**src/rtl/divider_unit_if.sv**
```systemverilog
// Handshake and data bundle between the EX stage and the multi-cycle divider.
// The master launches operations; the slave (divider) reports busy/done/result.
interface divider_unit_if #(
  parameter int unsigned Width = 32
);
  logic             start;
  logic [1:0]       op;
  logic [Width-1:0] data1;
  logic [Width-1:0] data2;
  logic             flush;
  logic             busy;
  logic             done;
  logic [Width-1:0] result;

  modport master (
    output start, op, data1, data2, flush,
    input  busy, done, result
  );

  modport slave (
    input  start, op, data1, data2, flush,
    output busy, done, result
  );
endinterface

```
**src/rtl/divider_unit.sv**
```systemverilog
// Radix-2 restoring divider for RV32IM DIV/DIVU/REM/REMU, one quotient bit per cycle.
// Division by zero and signed overflow bypass the iteration and finish in one cycle.
module divider_unit #(
  parameter int unsigned Width = 32
) (
  input  logic         clk,
  input  logic         reset,
  divider_unit_if.slave bus
);

  typedef enum logic [1:0] {StIdle, StCalc, StFinish} state_e;

  state_e           state_q;
  logic [Width-1:0] quo_q, rem_q, dvs_q, result_q;
  logic [4:0]       cnt_q;
  logic             op_rem_q, neg_quo_q, neg_rem_q, busy_q, done_q;

  logic             signed_op, sign1, sign2, div_zero, overflow;
  logic [Width-1:0] abs1, abs2, quo_fix, rem_fix;
  logic [Width:0]   shifted, diff;

  localparam logic [Width-1:0] MinInt = {1'b1, {(Width-1){1'b0}}};

  always_comb begin
    signed_op = ~bus.op[0];
    sign1     = signed_op & bus.data1[Width-1];
    sign2     = signed_op & bus.data2[Width-1];
    abs1      = sign1 ? -bus.data1 : bus.data1;
    abs2      = sign2 ? -bus.data2 : bus.data2;
    div_zero  = (bus.data2 == '0);
    overflow  = signed_op && (bus.data1 == MinInt) && (bus.data2 == '1);
    // Partial remainder never exceeds the divisor, so Width+1 bits hold the shifted value.
    shifted   = {rem_q, quo_q[Width-1]};
    diff      = shifted - {1'b0, dvs_q};
    quo_fix   = neg_quo_q ? -quo_q : quo_q;
    rem_fix   = neg_rem_q ? -rem_q : rem_q;
  end

  always_ff @(posedge clk) begin
    if (!reset) begin
      state_q   <= StIdle;
      quo_q     <= '0;
      rem_q     <= '0;
      dvs_q     <= '0;
      result_q  <= '0;
      cnt_q     <= '0;
      op_rem_q  <= 1'b0;
      neg_quo_q <= 1'b0;
      neg_rem_q <= 1'b0;
      busy_q    <= 1'b0;
      done_q    <= 1'b0;
    end else begin
      done_q <= 1'b0;
      case (state_q)
        StIdle: begin
          if (bus.start && !bus.flush) begin
            op_rem_q <= bus.op[1];
            busy_q   <= 1'b1;
            cnt_q    <= '0;
            // Special cases preload quotient/remainder so FINISH needs no extra path.
            if (div_zero) begin
              quo_q     <= '1;
              rem_q     <= bus.data1;
              neg_quo_q <= 1'b0;
              neg_rem_q <= 1'b0;
              state_q   <= StFinish;
            end else if (overflow) begin
              quo_q     <= MinInt;
              rem_q     <= '0;
              neg_quo_q <= 1'b0;
              neg_rem_q <= 1'b0;
              state_q   <= StFinish;
            end else begin
              quo_q     <= abs1;
              rem_q     <= '0;
              dvs_q     <= abs2;
              neg_quo_q <= sign1 ^ sign2;
              neg_rem_q <= sign1;
              state_q   <= StCalc;
            end
          end
        end
        StCalc: begin
          if (bus.flush) begin
            busy_q  <= 1'b0;
            state_q <= StIdle;
          end else begin
            if (!diff[Width]) begin
              rem_q <= diff[Width-1:0];
              quo_q <= {quo_q[Width-2:0], 1'b1};
            end else begin
              rem_q <= shifted[Width-1:0];
              quo_q <= {quo_q[Width-2:0], 1'b0};
            end
            cnt_q <= cnt_q + 5'd1;
            if (cnt_q == 5'd31) state_q <= StFinish;
          end
        end
        StFinish: begin
          busy_q  <= 1'b0;
          state_q <= StIdle;
          if (!bus.flush) begin
            result_q <= op_rem_q ? rem_fix : quo_fix;
            done_q   <= 1'b1;
          end
        end
        default: begin
          busy_q  <= 1'b0;
          state_q <= StIdle;
        end
      endcase
    end
  end

  assign bus.busy   = busy_q;
  assign bus.done   = done_q;
  assign bus.result = result_q;

endmodule

```
**src/flat_wrapper.sv**
```systemverilog
// flat-port wrapper written by rule: the top's interface ports become plain ports
module divider_unit_flat 
#(
  parameter int unsigned Width = 32
)
  (clk, reset, bus_start, bus_op, bus_data1, bus_data2, bus_flush, bus_busy, bus_done, bus_result);
  divider_unit_if #(.Width(Width)) bus_i ();
  input  logic clk;
  input  logic reset;
  input wire logic [$bits(bus_i.start)-1:0] bus_start;
  input wire logic [$bits(bus_i.op)-1:0] bus_op;
  input wire logic [$bits(bus_i.data1)-1:0] bus_data1;
  input wire logic [$bits(bus_i.data2)-1:0] bus_data2;
  input wire logic [$bits(bus_i.flush)-1:0] bus_flush;
  output wire logic [$bits(bus_i.busy)-1:0] bus_busy;
  output wire logic [$bits(bus_i.done)-1:0] bus_done;
  output wire logic [$bits(bus_i.result)-1:0] bus_result;
  assign bus_i.start = bus_start;
  assign bus_i.op = bus_op;
  assign bus_i.data1 = bus_data1;
  assign bus_i.data2 = bus_data2;
  assign bus_i.flush = bus_flush;
  assign bus_busy = bus_i.busy;
  assign bus_done = bus_i.done;
  assign bus_result = bus_i.result;
  divider_unit #(.Width(Width)) u_core (.clk(clk), .reset(reset), .bus(bus_i));
endmodule
```
**config.mk**
```make
export PLATFORM = sky130hd
export DESIGN_NAME = divider_unit_flat
export DESIGN_NICKNAME = d
export VERILOG_FILES = /design/src/rtl/divider_unit_if.sv /design/src/rtl/divider_unit.sv /design/src/flat_wrapper.sv
export SDC_FILE = /design/constraint.sdc
export NUM_CORES = 1
export LEC_CHECK = 0
export CAP_MARGIN = 25
export CORE_UTILIZATION = 35
export DETAILED_ROUTE_END_ITERATION = 10
export GPL_ROUTABILITY_DRIVEN = 0
export GPL_TIMING_DRIVEN = 0
export SYNTH_ARGS = -nofsm -noshare
export SYNTH_HDL_FRONTEND = slang
export SYNTH_SLANG_ARGS = --single-unit
```
**constraint.sdc**
```tcl
create_clock -name clk -period 6.8 [get_ports clk]
set_input_delay 2.04 -clock clk [delete_from_list [all_inputs] [get_ports clk]]
set_output_delay 2.04 -clock clk [all_outputs]
set_load 0.01 [all_outputs]
```
==> impl.org, run 1 <==
** STA
- After layout, the worst setup slack is about 1100 ps.
- Subtracting the final worst setup slack from the clock period gives between 5000 and 6000 ps.
- Actual transition at the worst max-transition pin :: roughly 1000 ps
- Setup total negative slack on the finished layout was measured at 0 ps.
- Tcrit/Tclk final :: between 80% and 90%
- The final count of hold timing violations is 0.
- Timing would allow up to between 0.15 and 0.2 GHz.
- Unrepaired setup endpoints after global routing :: false
- Setup violations remaining at the end of the flow were counted as 0.
- For the final database, setup skew stands at 15.49 ps.
- Max transition margin :: 32.89%
- Number of slew-limit violations in the final report :: 0
- Post-route worst hold slack :: approximately 450 ps

** Route
- The first routing iteration left about 1100 violations.
- Wirelength per Cell :: 19.14 µm
- Wire segments on met2 add up to between 15000 and 20000 µm in the final route.
- Total iterations of the first detailed-routing run :: 5
- Met1 Routed Length :: 16310 µm
- Detailed routing placed a total of ~2800 µm of wire on met3.
- After detailed routing, the number of remaining DRC violations is 0.
- Dividing the detail-routed via count by the number of cells gives between 5 and 6.
- The highest metal layer carrying signal wires in the routed design is met4.
- For this block, the via count after detailed routing is between 10000 and 15000.
- Wirelength, routed :: around 38000 µm
- Post-detailed-route count of antenna-violating nets :: 0

** Floorplanning
- Die width :: about 180 µm
- Site row count :: 63
- Starting density of the core :: roughly 36%
- The floorplan step defined a core boundary enclosing ~0.03 mm².
- Height of the die :: between 150 and 200 µm
- roughly 100 I/O pins were placed.
- The floorplan step defined a die boundary enclosing a little over 0.03 mm².

** Clock tree
- Number of buffers created by CTS :: 17
- The number of hold buffers added after CTS was 0.
- H-tree depth :: 4
- The clock net in this run drives a total of 140 sinks.
- Clock-pin slew of the registers on the worst-case setup and hold paths :: 60 ps
- Cell chosen for the clock root :: clkbuf_16
- CTS resizes :: 0
- Number of setup buffers added after CTS :: 0
- The clock reaches the later pin of the worst-skew pair after 440 ps.
- Clock tree from TritonCTS :: built
- In this run the deepest clock path goes through 2 buffers.

** Power and ir drop
- The clock network accounts for a little over a third of the total power.
- Per report_power, the combinational group accounts for 31.3% of the total.
- Dividing total power by cell area gives a power density of ~220 mW/mm².
- Of the total power, the share spent switching nets is 34.75%.
- Across the VDD grid, the largest voltage drop is roughly 0.17 mV.
- The internal power of the cells totals around 1900 µW.
- In this run, flip-flops and latches consume between 30% and 40% of the power.
- Leakage power :: roughly 0.0044 µW
- The design draws roughly 2900 µW.
- Net Switching :: just under 1000 µW

** Synthesis
- Measured against the total synthesized area, the mux share comes to between 3 and 4%.
- During synthesis, Yosys emitted a total of 0 warnings.
- The cell count after synthesis came out at 1440.
- Synthesized-area fraction occupied by adder cells :: under 10%
- Largest family of logic cells by synthesized area :: compound AO/OA/AOI/OAI gates
- The average instance in the mapped netlist occupies 7.381 µm².
- Summing the areas of all and, or, nand and nor instances in the mapped netlist gives between 20 and 25% of the synthesized area.
- Summing the areas of all compound-gate instances in the mapped netlist gives 28.37% of the synthesized area.
- Register bit total from synthesis :: 140
- Library cells used by synthesis :: 75
- Synth async-reset ratio :: 0%
- EDFF count, synth :: 0
- Sequential area share after synthesis :: a little over a quarter
- dfxtp_1 takes more of the synthesized area than any other cell.
- Area fraction of the dominant cell type after synthesis :: between 20% and 30%
- Synthesis produced a netlist with a net count of roughly 1600.
- Post-synthesis instance area :: 0.01063 mm²
- The most common cell in the synthesized netlist is a21oi_1.
- Leading cell types by total area after synthesis :: dfxtp_1 (26%), a21oi_1 (8.1%), xnor2_1 (6.6%), nand2_1 (6.0%), o21ai_0 (4.8%)
- Share of the synthesized netlist area taken by xor and xnor gates :: approximately 11%
- Commonest cells in the synthesized netlist :: a21oi_1 (173), nand2_1 (170), dfxtp_1 (140), nor2_1 (113), o21ai_0 (101)
- The most used flip-flop cell after synthesis is dfxtp_1.

** GRT
- Wire length of the first global-routing pass :: between 50000 and 60000 µm
- After global routing the overflow that remains totals 0.
- Vias in the first global route :: 10640
- Global routing usage summed across all routing layers :: ~24%
- The initial antenna violation count is 0.
- Maximum number of pins on one net before global-route repair :: 17

** Worst setup path
- Delay contributed by the slowest stage of the critical path :: 660 ps
- The worst setup path is captured at a flip-flop.
- Data arrival time at the worst-slack endpoint :: around 6000 ps
- Startpoint of the lowest-slack register-to-register path :: u_core.quo_q[31]
- The critical path goes through clkdlybuf4s50_1, inv_1, ha_1, nor3b_1, nand4b_1, nor3_1, nand2_1, nor4_1, buf_2, clkbuf_1, nor2_1, o221ai_1, a21oi_1.
- CP max-delay cell :: nor4_1
- Of all nets on the critical path, the largest fanout is 10.
- STA classifies the critical path startpoint as an input port.
- The kind of cell with the highest combined delay along the critical path is simple AND/OR/NAND/NOR gates.
- The critical path contains buffers and inverters numbering 4 combined.
- The critical path is of the in2reg type.
- STA puts the critical path data required time at 7100 ps.
- In this run the worst setup path begins at bus_data1[0].

** Hold path
- Class of the most critical hold timing path :: reg2reg
- Launch point of the worst hold path :: u_core.bus.result[14]

** Final layout
- In the final layout, the share of cells above drive strength 1 is 5.146%.
- Post-route core utilization :: between 40% and 50%
- Filler cell count in the final layout :: around 3100
- Synthesis-to-finish area growth :: 20.27%
- Number of nets in the finished design :: around 1700

** Place
- Port buffering added 101 buffers.
- Detailed placement finished with a half-perimeter wire length of approximately 30000 µm.
- Prior to clock tree synthesis, the placed netlist has a worst setup slack of about 850 ps.

** Job
- Across the run, the number of max-cap violations was 0.

** Outcome
- Result of the run :: complete, no violations
==> sequential cells by signal, summed over array words and instances (netlist names), 2 cells and up <==
name,count
u_core.state_q,2
u_core.dvs_q,32
u_core.bus.result,32
u_core.cnt_q,5
u_core.quo_q,32
u_core.rem_q,32
==> path summary, 6_finish.rpt <==
path / endpoint / slack (ps) / cells after the start
hold reg to reg: u_core.bus.result[14] / 450 / 2
setup / recovery: u_core.quo_q[15] / 1110 / 13
setup reg to reg: u_core.rem_q[23] / 2270 / 13
hold / removal: u_core.bus.result[14] / 450 / 2
==> power by group through the flow <==
stage / Sequential, µW / Clock, µW / Combinational, µW
6_report: 945 / 1020 / 893
5_1_grt: 948 / 1060 / 981
4_1_cts: 940 / 1020 / 881
3_5_place_dp: 958 / 0 / 875
3_3_place_gp: 956 / 0 / 865
2_1_floorplan: 926 / 0 / 631
==> tightest hold or removal path, delay by kind of cell (launching register included) <==
family          cells  cell delay [ps]
flops               1              310
simple gates        1               50
compound gates      1               50
==> cell type report <==
cell class	count	area, µm²	area share (%)
timing repair buffer	102	1016	7.948
clock inverter	13	190.2	1.488
sequential	140	2803	21.92
multi-input combinational	1159	7234	56.59
clock buffer	19	452.9	3.543
antenna	1	2.502	0.01958
buffer	93	416.7	3.259
tap	390	488.0	3.817
inverter	48	180.2	1.409
==> metrics by stage <==
stage          area, µm²  instances
2_1_floorplan      10630       1440
3_3_place_gp       12130       1931
3_5_place_dp       12140       1932
4_1_cts            12780       1964
5_1_grt            12780       1964
6_report           12780       1965
==> routing by layer <==
metal | track usage (%) | vias to the layer above
met5 | 0 | -
met4 | 8.913 | 0
met3 | 3.553 | 71
met2 | 40.94 | 454
met1 | 31.69 | 5115
li1 | - | 5474
==> logic make-up after synthesis <==
logic type,count (synthesis)
XOR/XNOR,134
AND/OR/NAND/NOR,469
adder cells (fa/ha/maj),40
flip-flops,140
AO/OA/AOI/OAI,486
buffers and inverters,141
multiplexers,30
==> layout by cell type, fill, tap and decap left out, drive strengths merged, types with 11 or more instances in the layout <==
cell / instances
nand2: 171
o211ai: 23
o41ai: 16
a21oi: 173
xor2: 54
nor3: 33
nand4: 13
nand2b: 14
buf: 20
inv: 49
o31ai: 33
clkdlybuf4s50: 101
o21ai: 125
or4: 20
o221ai: 13
clkbuf: 93
ha: 39
dfxtp: 140
nand3: 32
nor4: 15
xnor2: 80
a211oi: 42
mux2i: 11
mux2: 19
nor2: 113
or3: 22
No activity file was read; power rests on OpenSTA's default activity.
==> run 2, diff against run 1 <==
==> constraint.sdc (replaced) <==
create_clock -name clk -period 5.2 [get_ports clk]
set_input_delay 1.56 -clock clk [delete_from_list [all_inputs] [get_ports clk]]
set_output_delay 1.56 -clock clk [all_outputs]
set_load 0.01 [all_outputs]
==> impl.org, run 2 (synthesis results as in run 1) <==
** GRT
- The largest net degree at the start of global routing came to 17 (unchanged).
- The total global routing track utilization came to 24.46% (about the same).
- The sum of overflow across all layers after global routing came to 0 (unchanged).
- Wire length of the first global-routing pass :: 58880 µm (about the same)
- The initial antenna violation count is 0 (unchanged).
- Vias in the first global route :: 10630 (-0.056%)

** Outcome
- The run finished with clean final reports.

** Route
- Wirelength, routed :: 37600 µm (about the same)
- Number of vias per cell :: 5.643 (-0.23%)
- The number of violations reported at the end of detailed-routing iteration 0 was 1072 (-2.9%).
- The length of the first detailed-routing pass in iterations is 6 (+1).
- Number of vias in the routed layout :: 11090 (-0.23%)
- The count of nets left with antenna violations after detail routing came to 0 (unchanged).
- Wirelength per Cell :: 19.13 µm (about the same)
- Number of remaining DRC errors :: 0 (unchanged)

** Clock tree
- Cell chosen for the clock root :: clkbuf_16
- Clock sink total :: 140 (unchanged)
- Number of buffers created by CTS :: 17 (unchanged)
- The maximum clock insertion buffer count was 2 (unchanged).
- Clk Latency, worst-skew pair :: 450 ps (about the same)
- The buffers inserted during post-CTS setup optimization was 0 (unchanged).
- Clock tree from TritonCTS :: built
- The quantity of gates resized following cts is 0 (unchanged).
- The total number of H-tree levels came to 4 (unchanged).
- The post-cts hold buffer count is 0 (unchanged).
- Clock-pin slew of the registers on the worst-case setup and hold paths :: 60 ps (about the same)

** Hold path
- Class of the most critical hold timing path :: reg2reg
- Hold depth :: 2 (unchanged)

** Final layout
- The area added between synthesis and finish is 20.34% (about the same).
- The number of standard cells in the layout, taps in and fillers out is 1965 (unchanged).
- Post-route core utilization :: 42.93% (about the same)
- Number of nets in the finished design :: 1671 (unchanged)
- The library cell used most frequently in the layout, excluding fill and tap cells, is a21oi_1.
- In the layout the commonest cells are a21oi_1 (173), nand2_1 (170), dfxtp_1 (140).
- The share of cells above drive strength 1 came to 5.273% (+0.13 points).

** Worst setup path
- Critical path launch point type :: input port
- The length in cells of the worst reg-to-reg path was 13 (unchanged).
- Data arrival time at the worst-slack endpoint :: 5410 ps (-580 ps)
- The critical path is of the in2reg type.
- The maximum fanout count along the critical path was 10 (unchanged).
- The count of buffer and inverter cells on the critical path was 3 (-1).
- Delay contributed by the slowest stage of the critical path :: 710 ps (+50 ps)
- STA classifies the critical path endpoint as a flip-flop.
- Traced cell by cell, the critical path runs through clkdlybuf4s50_1, nor4_1, or4b_1, nor2_1, nand4_1, nor2_1, clkbuf_1, buf_2, a21oi_1, a21oi_1.
- Critical path's top delay family :: simple AND/OR/NAND/NOR gates
- Critical path required time :: 5570 ps (-1530 ps)
- The number of cells on the critical path is 10 (-3).
- The largest individual stage delay along the critical path comes from the cell nor4_1.

** Floorplanning
- Count of boundary I/O pins :: 104 (unchanged)
- Starting density of the core :: 35.67% (unchanged)
- Height of the die :: 176.3 µm (unchanged)
- The number of placement rows came to 63 (unchanged).
- The standard cell core area was 0.02980 mm² (unchanged).
- Die Outline Area :: 0.03107 mm² (unchanged)
- The horizontal extent of the die was 176.3 µm (unchanged).

** STA
- The worst slack on hold paths is 448.9 ps (-1.445 ps).
- The transition time at the pin with the least slew margin came to 1014 ps (+7.070 ps).
- The final count of hold timing violations was 0 (unchanged).
- The worst relative slew slack is 32.42% (-0.47 points).
- The clock period could shrink to roughly 5000 ps.
- Fin Clk Skew :: 15.67 ps (+0.1843 ps)
- After layout, the worst path uses 96.81% of the clock period.
- Fmax :: 0.1986 GHz
- Unrepaired setup endpoints after global routing :: false
- Number of slew-limit violations in the final report :: 0 (unchanged)
- The number of failing setup endpoints in the final timing report was 0 (unchanged).

** Place
- Quantity of I/O buffers inserted on ports :: 101 (unchanged)
- The number of placed instances, taps included is 1932 (unchanged).
- The half-perimeter wire length after detailed placement was 30100 µm (unchanged).

** Power and ir drop
- Power Density :: 292.0 mW/mm² (+31%)
- The total leakage power came to 0.004421 µW (about the same).
- Worst voltage drop across the vdd grid :: 0.2272 mV (+34%)

** Job
- Max-cap check violation count :: 0 (unchanged)
run 2: final timing paths:
kind                    startpoint                    end  slack (ps)
max reg2reg       u_core.quo_q[31]       u_core.rem_q[23]         690
min reg2reg  u_core.bus.result[14]  u_core.bus.result[14]         450
min          u_core.bus.result[14]  u_core.bus.result[14]         450
max                  bus_data2[10]       u_core.rem_q[22]         170
run 2: worst register-to-register path, stage by stage, from the launching register on:
cell      delay, ps
dfxtp_1         440
inv_1           130
ha_1            240
fa_1            400
nand2b_1        200
a21oi_1         200
o211ai_1        240
or4_1           650
a21oi_1         320
o21ai_1         120
a211oi_1        590
buf_2           410
mux2i_1         320
a211oi_1        110
run 2: power by group:
part	total (µW)	internal [µW]	switching [µW]
logic	1170	469	698
clock network	1330	831	502
registers	1230	1130	99.8
run 2: area by class of cell:
cell class | count | area (µm²)
fill | 3120 | 17010
multi-input combinational | 1159 | 7241
timing repair buffer | 102 | 1016
inverter | 48 | 180.2
clock buffer | 19 | 452.9
sequential | 140 | 2803
tap | 390 | 488.0
buffer | 93 | 417.9
antenna | 1 | 2.502
clock inverter | 13 | 190.2
run 2: stage by stage:
step / setup slack, ps / instance area, µm² / power, µW / TNS (ps)
after floorplan: 1087 / 10630 / 2035 / 0
after global placement: -834.4 / 12130 / 2380 / -34620
after detailed placement: -266.9 / 12140 / 2397 / -7891
after CTS: 178.2 / 12780 / 3719 / 0
after global routing: 35.30 / 12790 / 3906 / 0
final: 165.8 / 12790 / 3735 / 0
run 2: routing by layer:
layer | GRT usage (%) | share of wire (%) | up-vias
met5 | 0 | 0 | -
met4 | 8.696 | 2.9 | 0
met3 | 3.553 | 6.5 | 68
met2 | 41.04 | 46 | 435
met1 | 31.72 | 44 | 5113
li1 | - | - | 5472
